File: src/rtl/alu_regfile.sv
// Register file feeding ALU operands a/b, with writeback, sticky overflow and a branch pulse.
// Define ALU_REGFILE_BYPASS_EN to forward same-edge writeback data to the read ports.
module alu_regfile #(
    parameter int WIDTH = 16,
    parameter int DEPTH = 8,
    localparam int AW = $clog2(DEPTH)
) (
    input  logic             clk,
    input  logic             rst,
    input  logic [AW-1:0]    rd_addr_a,
    input  logic [AW-1:0]    rd_addr_b,
    output logic [WIDTH-1:0] a,
    output logic [WIDTH-1:0] b,
    input  logic             wb_valid,
    output logic             wb_ready,
    input  logic [AW-1:0]    wb_addr,
    input  logic [WIDTH-1:0] wb_data,
    input  logic             wb_ovf,
    input  logic             wb_take_branch,
    input  logic             clr_status,
    output logic             ovf_sticky,
    output logic             branch_pulse
);

    typedef enum logic {
        INIT  = 1'b0,
        READY = 1'b1
    } state_e;

    state_e           state_q, state_d;
    logic [AW-1:0]    cnt_q, cnt_d;
    logic [WIDTH-1:0] regs_q [DEPTH];
    logic [WIDTH-1:0] a_q, a_d;
    logic [WIDTH-1:0] b_q, b_d;
    logic             ovf_q, ovf_d;
    logic             br_q, br_d;
    logic             wb_acc;
    logic             wr_en;

    assign wb_ready     = (state_q == READY);
    assign wb_acc       = wb_valid && wb_ready;
    // Writes to register 0 are accepted (and still report status) but never stored.
    assign wr_en        = wb_acc && (wb_addr != '0);

    assign a            = a_q;
    assign b            = b_q;
    assign ovf_sticky   = ovf_q;
    assign branch_pulse = br_q;

    always_comb begin
        state_d = state_q;
        cnt_d   = cnt_q;
        a_d     = '0;
        b_d     = '0;
        br_d    = 1'b0;
        ovf_d   = ovf_q;
        case (state_q)
            INIT: begin
                cnt_d = cnt_q + AW'(1);
                if (cnt_q == AW'(DEPTH - 1)) begin
                    state_d = READY;
                    cnt_d   = '0;
                end
            end
            READY: begin
                a_d  = (rd_addr_a == '0) ? '0 : regs_q[rd_addr_a];
                b_d  = (rd_addr_b == '0) ? '0 : regs_q[rd_addr_b];
`ifdef ALU_REGFILE_BYPASS_EN
                if (wr_en && (wb_addr == rd_addr_a)) a_d = wb_data;
                if (wr_en && (wb_addr == rd_addr_b)) b_d = wb_data;
`endif
                br_d = wb_acc && wb_take_branch;
            end
            default: state_d = INIT;
        endcase
        // Set wins over a simultaneous clear.
        if (wb_acc && wb_ovf) ovf_d = 1'b1;
        else if (clr_status)  ovf_d = 1'b0;
    end

    always_ff @(posedge clk) begin
        if (rst) begin
            state_q <= INIT;
            cnt_q   <= '0;
            a_q     <= '0;
            b_q     <= '0;
            ovf_q   <= 1'b0;
            br_q    <= 1'b0;
        end else begin
            state_q <= state_d;
            cnt_q   <= cnt_d;
            a_q     <= a_d;
            b_q     <= b_d;
            ovf_q   <= ovf_d;
            br_q    <= br_d;
        end
    end

    // Storage has no reset; INIT walks the array clearing one entry per cycle.
    always_ff @(posedge clk) begin
        if (!rst) begin
            if (state_q == INIT)
                regs_q[cnt_q] <= '0;
            else if (wr_en)
                regs_q[wb_addr] <= wb_data;
        end
    end

endmodule

File: config.mk
export PLATFORM = sky130hd
export DESIGN_NAME = alu_regfile
export DESIGN_NICKNAME = d
export VERILOG_FILES = /design/src/rtl/alu_regfile.sv
export SDC_FILE = /design/constraint.sdc
export NUM_CORES = 1
export LEC_CHECK = 0
export CORE_MARGIN = 2
export CORE_UTILIZATION = 53
export CTS_CLUSTER_SIZE = 40
export DETAILED_ROUTE_END_ITERATION = 7
export PLACE_DENSITY = 0.82
export RECOVER_POWER = 100
export SETUP_SLACK_MARGIN = 0.4
export SLEW_MARGIN = 20
export SYNTH_ARGS = -nofsm -noshare
export SYNTH_HDL_FRONTEND = slang
export SYNTH_SLANG_ARGS = --single-unit
File: constraint.sdc
create_clock -name clk -period 4.6 [get_ports clk]
set_clock_uncertainty 0.1 [all_clocks]
set_input_delay 1.38 -clock clk [delete_from_list [all_inputs] [get_ports clk]]
set_output_delay 1.38 -clock clk [all_outputs]
set_load 0.01 [all_outputs]
==> summary.md, run 1 <==
| Metric | Value |
|---|---|
| Post-cts resize count | 0 |
| CTS max path bufs | 2 |
| Initial antenna violation count | 0 |
| FMAX | 0.241 GHz |
| I/O pin total | 66 |
| Routed Wire Length | 14.5 mm |
| Die ar. | 13000 um^2 |
| RSZ-0062 raised after global routing | false |
| Clk_lat worst skew | 0.42 ns |
| # rows | 40 |
| Fin crit share | 0.900 |
| Max FO, Critical Path | 24 |
| GRT Total Usage | 0.236 |
| Area occupied by multi-input gates | 2090 um^2 |
| Peak per-stage delay on the critical path | 0.75 ns |
| Register area share after synthesis | 0.643 |
| Hold-fix buffer count after cts | 0 |
| Die Y | about 110 um |
| Num CTS Buffers | 17 |
| GPL Wtd Cong | 0.861 |
| Syn Area/Cell | 15.8 um^2 |
| Fin crit period | 4.14 ns |
| R2r endpoint | regs_q[3][15] |
| CORE AREA | 11900 um^2 |
| Die width | 114 um |
| DR vias/cell | 6.31 |
| Rel. slew slack | -0.0165 |
| Setup TNS Final | 0 ns |
| Sink Count | 150 |
| Worst Hold End | ovf_sticky |
| DRT iter0 DRCs | 418 |
| Max Cap Viol | 1 |
| Post CTS Setup Buffer Count | 0 |
| Clock slew at reported path FFs | 0.05 ns |
| Total number of vias | between 3k and 4k |
| Hold WC Path Type | flip-flop to flip-flop |
| Worst setup EP type | flip-flop |
| Outcome | finished with violations |
| Hold depth | 2 |
| # setup viols final | 0 |
| Worst Reg-to-Reg Cells | 4 |
| Hold Startpoint | ovf_sticky |
| CP Launch Type | primary input |
| Number of nets with antenna violations after routing | 0 |
| R2r setup slk | 1.55 ns |
| Layout cell share with drive strength beyond 1 | 0.230 |
| Clock root cell | clkbuf_16 |
| CP Cell Sequence | dlygate4sd3_1 -> and3b_1 -> a21boi_0 -> nor4_2 -> clkbuf_2 |
| Failing checks | capacitance limit, slew limit |
| CTS tree | done |
| Arr. time, crit path | 4.10 ns |
| P&R area growth vs syn | 21.3% |
| Fillers | ~830 |
| CTS H-Tree Depth | 4 |
| Mapped cell area | 6410 um^2 |
| Placed cell area | about 7200 um^2 |
| Final-report max-slew violation count | 16 |
| Initial Util | 0.538 |
| Vias in the first global route | ~4k |
| # diodes | 0 |
| Reg2reg start | wb_ready |
| First-pass DRT Iterations | 5 |
| Final #Nets | 507 |
| Critical Path RT | 4.56 ns |
| Ys Warns | 0 |
| Global-route wire length before repair | 22.3 mm |
| Post-Syn Nets | 438 |
| Final non-filler cell area | 7780 um^2 |
| VDD IR max | 282 uV |
| GRT overflow | 0 |
| DR DRC count | 0 |
| Final Hold Fails | 0 |
| Largest net degree at the start of global routing | 34 |
| Synth Register Bits | 150 |
| Pleak | 2.89 nW |
| Wire per inst | roughly 23 um |
| Dpl hpwl | around 9 mm |
| PortBufs | 65 |
| Slowest CP cell | and3b_1 |
| Cell count after synthesis | 405 |
| Cell Pwr Density | 399 nW/um^2 |
| Cell variety after synth | 37 |
| Setup Crit Path Kind | primary input to flip-flop |
| Register area | 4120 um^2 |
| Worst slew pin tran | 1.52 ns |
[layout make-up]
class                           count  share of cell area
Timing Repair Buffer               83              0.0954
Sequential cell                   150               0.530
Multi-Input combinational cell    218               0.269
Tap cell                          147              0.0237
Clock buffer                       23              0.0602
Clock inverter                      9              0.0195
Inverter                            4             0.00193
[kinds of logic after synthesis]
kind of cell,synth area share
AO/OA/AOI/OAI,0.0593
AND/OR/NAND/NOR,0.0896
adder cells (fa/ha/maj),0.00390
buffers and inverters,0.0324
multiplexers,0.172
flip-flops,0.643
[synthesized netlist by cell type (all sizes together)]
cell	number	area share
edfxtp	112	0.52
dfxtp	38	0.12
nor3	33	0.026
mux2	32	0.056
mux4	32	0.11
a221oi	31	0.042
buf	22	0.024
nor2	21	0.012
nor2b	19	0.019
and3	16	0.017
clkbuf	11	0.0064
a211oi	5	0.0059
inv	4	0.0023
nand2b	3	0.0029
nor4	3	0.0029
a21oi	2	0.0016
a31oi	2	0.0020
and2	2	0.0021
ha	2	0.0039
mux2i	2	0.0031
nand2	2	0.0012
nand3	2	0.0016
a21bo	1	0.0025
a21boi	1	0.0012
a21o	1	0.0012
and3b	1	0.0014
nand4b	1	0.0014
o211a	1	0.0016
o211ai	1	0.0012
or3	1	0.00098
or3b	1	0.0014
[sequential cells by signal (all words and copies together), names as in the netlist]
signal	count
regs_q	112
b	16
a	16
wb_ready	1
branch_pulse	1
cnt_q	3
ovf_sticky	1
[stage by stage]
step | hold WS (ns) | setup WS, ns | total power, mW | std cells | util
3_5_place_dp | 0.380 | 0.424 | 1.69 | 602 | 0.606
6_report | 0.375 | 0.459 | 3.11 | 634 | 0.653
2_1_floorplan | 0.387 | 0.415 | 1.63 | 405 | -
4_1_cts | 0.388 | 0.800 | 3.12 | 634 | 0.658
5_1_grt | 0.437 | 0.311 | 3.19 | 634 | 0.653
3_3_place_gp | 0.372 | 0.575 | 1.69 | 602 | 0.606
[critical path, delay by kind of cell]
kind | cells | cell delay (ns)
compound gates | 1 | 0.42
buf+inv | 2 | 1.19
simple gates | 2 | 1.09
[layout by cell type (no fill, tap or decap), types with 3 or more instances in the layout]
cell,instances
nor2_1,21
edfxtp_1,112
clkdlybuf4s50_1,25
inv_1,4
nor4_2,3
clkbuf_2,3
a221oi_1,31
nor2b_1,18
nand2b_1,3
dfxtp_1,38
dlygate4sd3_1,38
a211oi_1,5
buf_4,8
and3_1,16
clkbuf_1,11
mux4_2,32
bufinv_16,4
nor3_1,33
clkbuf_16,17
mux2_2,32
clkinv_2,3
[worst max-delay path by stage]
stage | start | slack, ns | to | cells after the start
6_report | rst | 0.46 | regs_q[3][15] | 5
5_1_grt | rst | 0.31 | regs_q[5][12] | 5
4_1_cts | rst | 0.80 | regs_q[2][15] | 5
3_5_place_dp | rst | 0.42 | regs_q[4][15] | 5
3_3_place_gp | rst | 0.57 | regs_q[2][14] | 5
2_1_floorplan | rst | 0.41 | regs_q[2][0] | 5
[layer usage]
| layer | up-vias | wire [um] | GRT usage |
|---|---|---|---|
| met5 | - | 0 | 0 |
| met4 | 0 | 309 | 0.0976 |
| met3 | 27 | 1030 | 0.0611 |
| met2 | 207 | 7560 | 0.398 |
| met1 | 1996 | 5570 | 0.291 |
| li1 | 1769 | - | - |
[power breakdown]
part / total, mW / internal, mW / leakage (nW) / switching, mW
Combinational: 0.192 / 0.0877 / 1.13 / 0.104
Clock: 1.44 / 0.933 / 0.301 / 0.506
Sequential: 1.47 / 1.46 / 1.46 / 0.0117
Power figures use the tool's default switching activity.
==> run 2: changes to the inputs <==
--- a/config.mk
+++ b/config.mk
@@ -7,10 +7,12 @@
 export LEC_CHECK = 0
 export CORE_MARGIN = 2
 export CORE_UTILIZATION = 53
+export CTS_CLUSTER_DIAMETER = 60
 export CTS_CLUSTER_SIZE = 40
 export DETAILED_ROUTE_END_ITERATION = 7
 export PLACE_DENSITY = 0.82
 export RECOVER_POWER = 100
+export REMOVE_ABC_BUFFERS = 1
 export SETUP_SLACK_MARGIN = 0.4
 export SLEW_MARGIN = 20
 export SYNTH_ARGS = -nofsm -noshare
==> summary.md, run 2 (same netlist as run 1, synthesis figures left out) <==
| Metric | Value |
|---|---|
| Outcome | finished with violations |
| Failing checks | capacitance limit, slew limit |
| Largest register FFs | 112 (unchanged) |
| FMAX | 0.242 GHz (+0.23%) |
| Cell Pwr Density | 394 nW/um^2 (-1.4%) |
| Largest net degree at the start of global routing | 34 (unchanged) |
| DR vias/cell | 6.41 (+1.6%) |
| Placed cell area | 7210 um^2 (-0.21%) |
| GPL Wtd Cong | 0.768 (-11%) |
| Rel. slew slack | -0.298 (-0.282) |
| Crit path buf inv count | 2 (unchanged) |
| Wire per inst | 22.9 um (+0.21%) |
| Worst slew pin tran | 1.95 ns (+0.426 ns) |
| CORE AREA | 11900 um^2 (unchanged) |
| Post CTS Setup Buffer Count | 0 (unchanged) |
| Sink Count | 150 (unchanged) |
| CTS tree | done |
| GRT overflow | 0 (unchanged) |
| Clock slew at reported path FFs | 0.06 ns (about the same) |
| Arr. time, crit path | 4.09 ns (about the same) |
| PortBufs | 65 (unchanged) |
| Fin crit share | 0.898 (-0.00204) |
| Max FO, Critical Path | 24 (unchanged) |
| P&R area growth vs syn | 21.0% |
| Peak per-stage delay on the critical path | 0.80 ns (+0.05 ns) |
| Finished Core Util | 0.651 (-0.00147) |
| CP Launch Type | primary input |
| Clk_lat worst skew | 0.43 ns (about the same) |
| Commonest non-fill, non-tap cell in the layout | edfxtp_1 |
| Die width | 114 um (unchanged) |
| DRT iter0 DRCs | 349 (-17%) |
| RSZ-0062 raised after global routing | false |
| DR DRC count | 0 (unchanged) |
| Final Hold Fails | 0 (unchanged) |
| Int Pwr | 2.41 mW (-3.1%) |
| Overall Power | 3.06 mW (-1.6%) |
| VDD IR max | 289 uV (+2.3%) |
| Fin crit period | 4.13 ns (-0.00940 ns) |
| Dpl hpwl | 8.75 mm (-4.2%) |
| Sequential share of power | 0.482 (+0.007) |
| CTS H-Tree Depth | 4 (unchanged) |
| Final non-filler cell area | 7760 um^2 (-0.23%) |
| Final Hold Slack | 0.376 ns (+0.000985 ns) |
| Initial antenna violation count | 0 (unchanged) |
| # diodes | 0 (unchanged) |
| I/O pin total | 66 (unchanged) |
| Number of nets with antenna violations after routing | 0 (unchanged) |
| Top delay family on crit path | buffers and inverters |
| Vias in the first global route | 4106 (+0.29%) |
| # rows | 40 (unchanged) |
| Setup TNS Final | 0 ns (unchanged) |
| Fillers | 841 (+1.1%) |
| Final-report max-slew violation count | 34 (+18) |
| First-pass DRT Iterations | 5 (unchanged) |
| CTS max path bufs | 2 (unchanged) |
| Clock power share | 0.455 (-0.008) |
| Max Cap Viol | 1 (unchanged) |
| Worst setup EP type | flip-flop |
| Pleak | 2.89 nW (about the same) |
| CP Cell Sequence | dlygate4sd3_1 -> and3b_1 -> a31oi_1 -> a211oi_1 -> clkbuf_1 |
| Sw Ratio | 0.212 (+0.0120) |
| Num CTS Buffers | 17 (unchanged) |
| Final #Nets | 505 (-0.39%) |
| Die ar. | 13000 um^2 (unchanged) |
| Net switching power | 0.649 mW (+4.3%) |
| Global-route wire length before repair | 22.6 mm (+1.2%) |
| Die Y | 114 um (unchanged) |
| Post-cts resize count | 0 (unchanged) |
| # setup viols final | 0 (unchanged) |
| Total number of vias | 4052 (+1.3%) |
| Logic pwr share | 0.063 (about the same) |
| GRT Total Usage | 0.240 (+0.00358) |
| Critical Path RT | 4.56 ns (about the same) |
| Hold-fix buffer count after cts | 0 (unchanged) |
| Reg with most FFs | regs_q |
| Routed Wire Length | 14.5 mm (-0.11%) |
| Clock root cell | clkbuf_16 |
| Layout cell share with drive strength beyond 1 | 0.249 (+0.0195) |
| Most frequent cells in the layout | edfxtp_1 (112), dfxtp_1 (38), dlygate4sd3_1 (38) |
| Setup Crit Path Kind | primary input to flip-flop |
| Slowest CP cell | and3b_1 |
| Initial Util | 0.538 (unchanged) |
| Hold WC Path Type | flip-flop to flip-flop |
[run 2: changes by cell type in the layout (fill, tap and decap cells not counted), moves of 2 or more]
| cell | change |
|---|---|
| a211oi_1 | -2 |
| a211oi_2 | +2 |
| bufinv_16 | -2 |
| clkbuf_1 | -7 |
| clkbuf_2 | +3 |
| inv_4 | +2 |
[run 2: power by group through the flow]
| stage | Sequential [mW] | Clock (mW) | Combinational (mW) |
|---|---|---|---|
| floorplan | 1.50 | 0 | 0.0943 |
| global placement | 1.50 | 0 | 0.189 |
| detailed placement | 1.50 | 0 | 0.196 |
| CTS | 1.47 | 1.40 | 0.197 |
| global route | 1.48 | 1.45 | 0.208 |
| finish | 1.47 | 1.39 | 0.193 |
[run 2: path summary, 6_finish.rpt]
| kind | to | cells after the start | slack (ns) | from |
|---|---|---|---|---|
| worst max-delay path | regs_q[6][7] | 5 | 0.47 | rst |
| worst min register to register | ovf_sticky | 2 | 0.38 | ovf_sticky |
| worst max register to register | regs_q[6][7] | 4 | 1.55 | wb_ready |
| worst min-delay path | ovf_sticky | 2 | 0.38 | ovf_sticky |
[run 2: layout make-up]
type | instances | area [um^2] | area share
inverter | 4 | 15.0 | 0.00194
sequential | 150 | 4120 | 0.532
tap | 147 | 184 | 0.0237
clock inverter | 11 | 120 | 0.0155
timing repair buffer | 81 | 729 | 0.0940
multi-input combinational | 218 | 2100 | 0.271
clock buffer | 21 | 482 | 0.0621
[run 2: stage by stage]
step	instances	worst slack, ns
floorplan	372	0.302
global placement	600	0.497
detailed placement	600	0.288
CTS	632	0.746
global route	632	0.322
finish	632	0.469
[run 2: worst reg2reg max path: cells and delay by family (launching register included)]
family	cells	cell delay [ns]
compound gates	2	0.72
buf+inv	1	0.54
flops	1	0.56
simple gates	1	0.76
[run 2: per-layer routing]
layer,GRT usage,vias up,wire (um)
met4,0.120,0,474
met1,0.289,2022,5440
met5,0,-,0
met3,0.0712,36,1180
met2,0.394,226,7350
li1,-,1768,-
